$ cat src/rtl/proc_ctrl_fsm.sv
`default_nettype none
// ============================================================================
//  Module      : proc_ctrl_fsm
//  Description : Multicycle control sequencer for the 64 x 32-bit core.
//                Fetches over a req/ack handshake, owns the 6-bit PC,
//                decodes the instruction and steps the datapath through
//                DECODE / EXEC / MEM / WB.
//                Optional macro PROC_CTRL_TIMEOUT_EN bounds every
//                handshake wait to TIMEOUT_CYCLES and flags err.
//  Revision    : 1.0  initial release
// ============================================================================
module proc_ctrl_fsm #(
    parameter logic [5:0] START_PC       = 6'd0,
    parameter int         TIMEOUT_CYCLES = 16
) (
    input  logic        clk,
    input  logic        clkreset,
    input  logic        start,
    output logic        imem_req,
    output logic [5:0]  imem_addr,
    input  logic        imem_ack,
    input  logic [31:0] imem_rdata,
    input  logic        alu_zero,
    input  logic        dmem_ack,
    output logic [5:0]  pc,
    output logic [31:0] instr_q,
    output logic [5:0]  rs_addr,
    output logic [5:0]  rt_addr,
    output logic [5:0]  rd_addr,
    output logic [3:0]  funct,
    output logic [31:0] imm_ext,
    output logic        alu_src_imm,
    output logic        rf_we,
    output logic        rf_wsel_mem,
    output logic        dmem_req,
    output logic        dmem_we,
    output logic        busy,
    output logic        halted,
    output logic        err,
    output logic [2:0]  state
);

    localparam logic [2:0] S_IDLE   = 3'd0;
    localparam logic [2:0] S_FETCH  = 3'd1;
    localparam logic [2:0] S_DECODE = 3'd2;
    localparam logic [2:0] S_EXEC   = 3'd3;
    localparam logic [2:0] S_MEM    = 3'd4;
    localparam logic [2:0] S_WB     = 3'd5;
    localparam logic [2:0] S_HALT   = 3'd6;

    localparam logic [3:0] F_LOAD  = 4'h8;
    localparam logic [3:0] F_STORE = 4'h9;
    localparam logic [3:0] F_BEQZ  = 4'hA;
    localparam logic [3:0] F_HALT  = 4'hF;

    logic [2:0]  state_q, state_d;
    logic [5:0]  pc_q, pc_d;
    logic [31:0] instr_d;
    logic        w_is_load, w_is_store;
    logic        w_timeout;   // current wait has used up its budget
    logic        w_waiting;   // handshake outstanding with no ack this cycle

    assign w_is_load  = (funct == F_LOAD);
    assign w_is_store = (funct == F_STORE);
    assign w_waiting  = ((state_q == S_FETCH) && !imem_ack) ||
                        ((state_q == S_MEM)   && !dmem_ack);

    // Field decode straight from the latched word; stable from DECODE onward
    always_comb begin
        rs_addr = instr_q[6:1];
        rd_addr = instr_q[12:7];
        funct   = instr_q[16:13];
        if (instr_q[0]) begin
            rt_addr = 6'd0;
            imm_ext = {{17{instr_q[31]}}, instr_q[31:17]};
        end else begin
            rt_addr = instr_q[22:17];
            imm_ext = {{23{instr_q[31]}}, instr_q[31:23]};
        end
    end

    // Next-state, PC and instruction-latch logic
    always_comb begin
        state_d = state_q;
        pc_d    = pc_q;
        instr_d = instr_q;
        case (state_q)
            S_IDLE, S_HALT: begin
                if (start) begin
                    state_d = S_FETCH;
                    pc_d    = START_PC;
                end
            end
            S_FETCH: begin
                if (imem_ack) begin
                    instr_d = imem_rdata;
                    state_d = S_DECODE;
                end else if (w_timeout) begin
                    state_d = S_HALT;
                end
            end
            S_DECODE: state_d = S_EXEC;
            S_EXEC: begin
                if (funct == F_HALT) begin
                    state_d = S_HALT;
                end else if (funct == F_BEQZ) begin
                    // Branch offset only needs the low PC-width bits; wraps mod 64
                    pc_d    = alu_zero ? (pc_q + 6'd1 + imm_ext[5:0]) : (pc_q + 6'd1);
                    state_d = S_FETCH;
                end else if (w_is_load || w_is_store) begin
                    state_d = S_MEM;
                end else begin
                    state_d = S_WB;
                end
            end
            S_MEM: begin
                if (dmem_ack) begin
                    if (w_is_load) begin
                        state_d = S_WB;
                    end else begin
                        pc_d    = pc_q + 6'd1;
                        state_d = S_FETCH;
                    end
                end else if (w_timeout) begin
                    state_d = S_HALT;
                end
            end
            S_WB: begin
                pc_d    = pc_q + 6'd1;
                state_d = S_FETCH;
            end
            default: state_d = S_IDLE;
        endcase
    end

    // Core state registers
    always_ff @(posedge clk or negedge clkreset) begin
        if (!clkreset) begin
            state_q <= S_IDLE;
            pc_q    <= 6'd0;
            instr_q <= 32'd0;
        end else begin
            state_q <= state_d;
            pc_q    <= pc_d;
            instr_q <= instr_d;
        end
    end

`ifdef PROC_CTRL_TIMEOUT_EN
    localparam int CNT_W = $clog2(TIMEOUT_CYCLES + 1);

    logic [CNT_W-1:0] wait_cnt_q, wait_cnt_d;
    logic             err_q, err_d;
    logic             w_start_ok;

    assign w_start_ok = start && ((state_q == S_IDLE) || (state_q == S_HALT));
    assign w_timeout  = (wait_cnt_q == CNT_W'(TIMEOUT_CYCLES - 1));

    // Wait counter restarts on every state change and advances while stalled
    always_comb begin
        wait_cnt_d = wait_cnt_q;
        if (state_d != state_q) begin
            wait_cnt_d = '0;
        end else if (w_waiting) begin
            wait_cnt_d = wait_cnt_q + CNT_W'(1);
        end
    end

    // Sticky timeout flag, cleared by an accepted start
    always_comb begin
        err_d = err_q;
        if (w_start_ok) begin
            err_d = 1'b0;
        end else if (w_timeout && w_waiting) begin
            err_d = 1'b1;
        end
    end

    // Timeout registers
    always_ff @(posedge clk or negedge clkreset) begin
        if (!clkreset) begin
            wait_cnt_q <= '0;
            err_q      <= 1'b0;
        end else begin
            wait_cnt_q <= wait_cnt_d;
            err_q      <= err_d;
        end
    end

    assign err = err_q;
`else
    logic w_unused_cfg;
    assign w_unused_cfg = (^TIMEOUT_CYCLES) ^ w_waiting;
    assign w_timeout    = 1'b0;
    assign err          = 1'b0;
`endif

    assign state       = state_q;
    assign pc          = pc_q;
    assign imem_addr   = pc_q;
    assign imem_req    = (state_q == S_FETCH);
    assign dmem_req    = (state_q == S_MEM);
    assign dmem_we     = (state_q == S_MEM) && w_is_store;
    assign rf_we       = (state_q == S_WB) && (rd_addr != 6'd0);
    assign rf_wsel_mem = (state_q == S_WB) && w_is_load;
    assign alu_src_imm = instr_q[0] || w_is_load || w_is_store;
    assign busy        = (state_q != S_IDLE) && (state_q != S_HALT);
    assign halted      = (state_q == S_HALT);

endmodule
`default_nettype wire
$ cat config.mk
export PLATFORM = sky130hd
export DESIGN_NAME = proc_ctrl_fsm
export DESIGN_NICKNAME = d
export VERILOG_FILES = /design/src/rtl/proc_ctrl_fsm.sv
export SDC_FILE = /design/constraint.sdc
export NUM_CORES = 1
export LEC_CHECK = 0
export ABC_AREA = 1
export ABC_CLOCK_PERIOD_IN_PS = 2300
export BUFFER_PORTS_ARGS = -buffer_cell sky130_fd_sc_hd__buf_2
export CAP_MARGIN = 20
export CORE_UTILIZATION = 41
export CTS_CLUSTER_SIZE = 10
export DETAILED_ROUTE_END_ITERATION = 10
export PLACE_DENSITY = 0.77
export SLEW_MARGIN = 20
export SYNTH_ARGS = -nofsm -noshare
export SYNTH_HDL_FRONTEND = slang
export SYNTH_SLANG_ARGS = --single-unit
$ cat constraint.sdc
create_clock -name clk -period 2.3 [get_ports clk]
set_input_delay 0.115 -clock clk [delete_from_list [all_inputs] [get_ports clk]]
set_output_delay 0.115 -clock clk [all_outputs]
set_load 0.01 [all_outputs]
* Yosys cells after proc, flatten, opt, wreduce, memory -nomap -nowiden
Cells that the tools add are included.
** Storage, ports and cells
- Latch bits :: 0
- Memory bits (writable) :: 0
- ROM bits :: 0
- Memories kept :: 0
- Word-level logic and storage cells :: 54
- Register bits :: 41
** Cells by class
- Multiplexer cells :: 17
- $add $sub $neg :: 2
- Multiply operators :: 0
- Magnitude comparators :: 0
- Bitwise logic cells :: 0
- Reduce and logical (&&, ||, !) cells :: 15
- Equality and inequality tests :: 17
- Shifts and indexed selects :: 0
- Div/mod/pow operators :: 0
** Operators by type and width (count)
- two-way mux 6 bit :: 7
- case mux 6 bit (4 select lines) :: 1
- two-way mux 3 bit :: 6
- case mux 3 bit (6 select lines) :: 1
- equality test 4 bit, second input constant :: 4
- two-way mux 14 bit :: 1
- inequality test 2 bit, second input constant :: 5
- equality test 3 bit, second input constant :: 3
- adder 6 x 1 -> 6 bit, second input constant :: 1
- adder 6 bit :: 1
- equality test 3 x 2 -> 1 bit, second input constant :: 2
- AND reduction 6 bit :: 1
- nonzero test 6 bit :: 1
- logical AND 1 bit :: 4
- nonzero test 4 bit :: 1
- equality test 3 x 1 -> 1 bit, second input constant :: 1
- zero test 3 bit :: 1
- logical OR 1 bit :: 3
- inequality test 3 bit, second input constant :: 1
- AND reduction 3 bit :: 1
- nonzero test 3 bit :: 1
- inequality test 2 x 1 -> 1 bit, second input constant :: 1
- AND reduction 2 bit :: 1
- OR reduction 2 bit :: 1
- two-way mux 1 bit :: 1

* Longest topological paths before layout
- Depth in word-level cells :: 6
- Mapped depth :: 16

* Worst setup path before layout
Ideal clock, no wire load.
- Kind :: register to register
- Start :: register instr_q[0]
- End :: register pc_q[4], in the netlist imem_addr[4]
- Arrival :: 2359 ps
- Setup slack :: -176 ps
- Cell stages (with the launch flop) :: 15
- Cell sequence :: dfrtp_1 > clkbuf_1 > inv_1 > clkbuf_1 > o21ai_0 > fa_1 > nand2_1 > a21boi_0 > nor2_1 > nand2_1 > nand3_1 > nand3_1 > o21ai_0 > nand2_1 > nand2_1
** On the way
- Longest elaborated chain between the ends :: 6
** RTL lines
- start, declared :: RTL line 26 : output logic [31:0] instr_q,
- start signal, assigned :: RTL line 145 : instr_q <= instr_d;
- two-way mux 14 bit :: RTL line 73 : if (instr_q[0]) begin
- net imm_ext[1] :: RTL line 31 : output logic [31:0] imm_ext,
- adder 6 bit :: RTL line 108 : pc_d = alu_zero ? (pc_q + 6'd1 + imm_ext[5:0]) : (pc_q + 6'd1);
- two-way mux 6 bit :: RTL line 108
- two-way mux 6 bit :: RTL line 106 : end else if (funct == F_BEQZ) begin
- two-way mux 6 bit :: RTL line 104 : if (funct == F_HALT) begin
- case mux 6 bit (4 select lines) :: RTL line 87 : case (state_q)
- end signal, assigned :: RTL line 144 : pc_q <= pc_d;
- end, declared :: RTL line 57 : logic [5:0] pc_q, pc_d;
The timed path passes the listed nets, and every way through them passes these cells. The select of a mux whose other input is x is not followed.
A chain may end at the register's enable or synchronous reset.

* Worst setup path in the final report
- Start :: register pc_q[0], in the netlist imem_addr[0]
- End :: register pc_q[5], in the netlist imem_addr[5]
** On the way
- Longest elaborated chain between the ends :: 6
** RTL lines (RTL line)
- adder 6 x 1 -> 6 bit (*) :: 108, 121, 129
- adder 6 bit :: 108
- two-way mux 6 bit :: 108
- two-way mux 6 bit :: 106
- two-way mux 6 bit :: 104
- case mux 6 bit (4 select lines) (*) :: 87
Mark *: on every way between the ends. The rest lies on a longest branch, timed or not. The select of a mux whose other input is x is not followed.

==> key figures <==
Status
  • Outcome: finished, violations left
  • Failing checks: design-rule violations, negative hold slack

Pwr
  • Power Density: about 1600 mW/mm²
  • Pwr Total: ~0.0054 W
  • P_leak: around 1.9 nW
  • Peak supply drop: between 800 and 900 µV

GRT
  • First-pass GRT wire length: 10810 µm
  • Vias in the first global route: ~2300
  • Largest net degree at the start of global routing: between 40 and 50
  • GRT overflow: 0
  • GRT Resource Usage Total: between 10% and 20%
  • Initial antenna violation count: 0

Logic synthesis
  • Synth Instances: roughly 320
  • Yosys top cell area share: 37.14%
  • Sequential area share after synthesis: 37.14%
  • Largest cells by area after synthesis: dfrtp_1, buf_4, mux2_4, nand2_1, nor2_1
  • Syn_area_per_cell: approximately 8.6 µm²
  • Yosys reg bits: just over 40
  • Largest area contributor in the netlist: dfrtp_1
  • Number of synthesized flops with an enable pin: 0
  • Synth warnings: 0
  • Asr flop ratio synth: 100.0%
  • Distinct cells, synth: 36
  • Syn Nets: 368
  • Post-Syn Area: ~0.0028 mm²
  • Ys flop type: dfrtp_1

Drt
  • Final antenna-violating net count: 0
  • DRC: 24
  • DR iter-0 viols: between 90 and 100
  • Vias per cell: 4.758
  • WL/cell: about 13 µm
  • Total Routed Length: between 6000 and 7000 µm
  • DR pass1 iterations: 7
  • Routed vias: approximately 2400

STA
  • Slew Viols, Final: 0
  • Final-report setup violation count: 0
  • Final min period: 2124 ps
  • Worst-Margin Slew: roughly 930 ps
  • Hold Slack: -43.98 ps
  • Worst Clk Skew: between 8 and 9 ps
  • Final WS setup: between 150 and 200 ps
  • Fin. Hold Viols: roughly 40
  • Peak Freq: ~470 MHz
  • Slew HR: 37.69%
  • Tcrit/Tclk final: around 92%

Setup path
  • Worst EP required: approximately 2500 ps
  • Setup CP Type: reg2reg
  • CP startpoint kind: flip-flop
  • CP Max Fanout: 8
  • Worst Setup End Kind: flip-flop
  • WP data arrival: roughly 2400 ps

Layout
  • Filler cells: slightly above 600
  • Layout Nets: around 480
  • Commonest non-fill, non-tap cell in the layout: buf_2
  • Area delta synth->final: 21.47%
  • Most frequent cells in the layout: buf_2, nand2_1, dfrtp_1, nor2_1, inv_1
  • Layout cells sized above 1: 49.19%
  • # diodes: 0

Clocking
  • Worst-Skew Late Latency: between 200 and 300 ps
  • Clock sinks: 41
  • TritonCTS clock tree: yes
  • Post-CTS setup buffers: 0
  • H-tree levels: 2
  • CTS Root Cell: clkbuf_8
  • Max clock buf depth: 2
  • Reg clk slew, reported paths: approximately 90 ps
  • Num CTS Buffers: 5

Worst hold path
  • HP Class: in2async

Floorplan
  • IO Count: approximately 150
  • Core Area: around 0.0064 mm²
  • Total die area: between 0.007 and 0.008 mm²
  • Rows: 29
  • Die extent in y: about 84 µm
  • Initial core utilization: a little over two fifths
  • DIE WIDTH: 84.09 µm

Run
  • Max Cap Violations: 0

Placed design
  • Routability Congestion: roughly 0.85
  • Number of port buffers: between 100 and 150
  • Worst slack, placed: ~110 ps
  • Detail Placement HPWL: 5142 µm
metal layers:
| layer | GRT usage [%] | vias up | routed length [µm] |
|---|---|---|---|
| met2 | 33.46 | 107 | 3187 |
| met5 | 0 | - | 0 |
| li1 | - | 1208 | - |
| met1 | 23.43 | 1097 | 2802 |
| met4 | 4.075 | 0 | 38 |
| met3 | 5.045 | 5 | 551 |
logic make-up after synthesis:
family | synth area share [%]
multiplexers | 8.696
AND/OR/NAND/NOR | 18.93
buffers and inverters | 18.70
other | 0.1357
adder cells (fa/ha/maj) | 3.442
AO/OA/AOI/OAI | 12.00
XOR/XNOR | 0.9513
flip-flops | 37.14
sequential cells by signal (all words and copies together) (netlist names):
register / cells
imem_addr: 6
state: 3
instr_q: 32
per-stage QoR:
| step | setup TNS, ps | area (µm²) | hold slack (ps) | utilization [%] | instances |
|---|---|---|---|---|---|
| finish | 0 | 3356 | -43.98 | 52.25 | 508 |
| floorplan | 0 | 2765 | -180.6 | - | 323 |
| detailed placement | 0 | 3257 | 327.1 | 50.71 | 500 |
| global placement | 0 | 3257 | 307.4 | 50.71 | 500 |
| global route | -23.65 | 3356 | 26.29 | 52.25 | 508 |
| CTS | 0 | 3343 | 1.159 | 52.06 | 508 |
power breakdown:
part	total, W	switching, W	internal [W]	leakage, nW
logic	0.00348	0.00200	0.00148	1.40
registers	0.00141	0.000353	0.00105	0.475
clock network	0.000473	0.000264	0.000210	0.0439
cells in the mapped netlist, types with 2 or more instances:
cell	count
nor2_2	3
a21oi_2	12
o21ai_0	20
nand4_1	4
nand2_1	49
inv_1	31
inv_2	7
clkbuf_1	4
nor2_1	34
nor2_4	2
buf_6	4
nand3_1	13
a21oi_1	8
ha_1	6
o21ai_1	4
buf_4	41
nand2_2	5
mux2_4	16
dfrtp_1	41
o21bai_1	2
xor2_1	2
cell type report:
cell class / count / area [µm²] / share of cell area (%)
clock inverter: 3 / 17.52 / 0.5220
inverter: 39 / 148.9 / 4.437
tap: 77 / 96.34 / 2.871
multi-input combinational: 194 / 1231 / 36.69
clock buffer: 5 / 68.82 / 2.051
timing repair buffer: 149 / 765.7 / 22.82
sequential: 41 / 1027 / 30.61
critical path: stages (launching register included):
cell and delay (ps):
dfrtp_2 460, ha_1 240, nand3_1 120, xor2_2 190, inv_1 60, ha_1 310, a21oi_1 200, nand2_1 70
nand2_1 80, nand3_1 70, nand2_1 70, nand3_1 80, a21oi_2 110
timing repair:
item | in CTS | in global routing
gates resized for setup | 0 | 5
hold buffers | 0 | 0
setup endpoints to repair | 0 | 2
path summary, 6_finish.rpt:
check                      cells after the start            to    startpoint  slack (ps)
min in group clk                               2      state[0]      imem_ack          30
min                                            1   instr_q[22]      clkreset         -40
max reg2reg                                   12  imem_addr[5]  imem_addr[0]         180
min reg2reg                                    1    instr_q[4]    instr_q[4]         530
max in group asynchronous                      1  imem_addr[0]      clkreset        1720
max                                           12  imem_addr[5]  imem_addr[0]         180
Note: power is estimated with default switching activity, not from simulation.
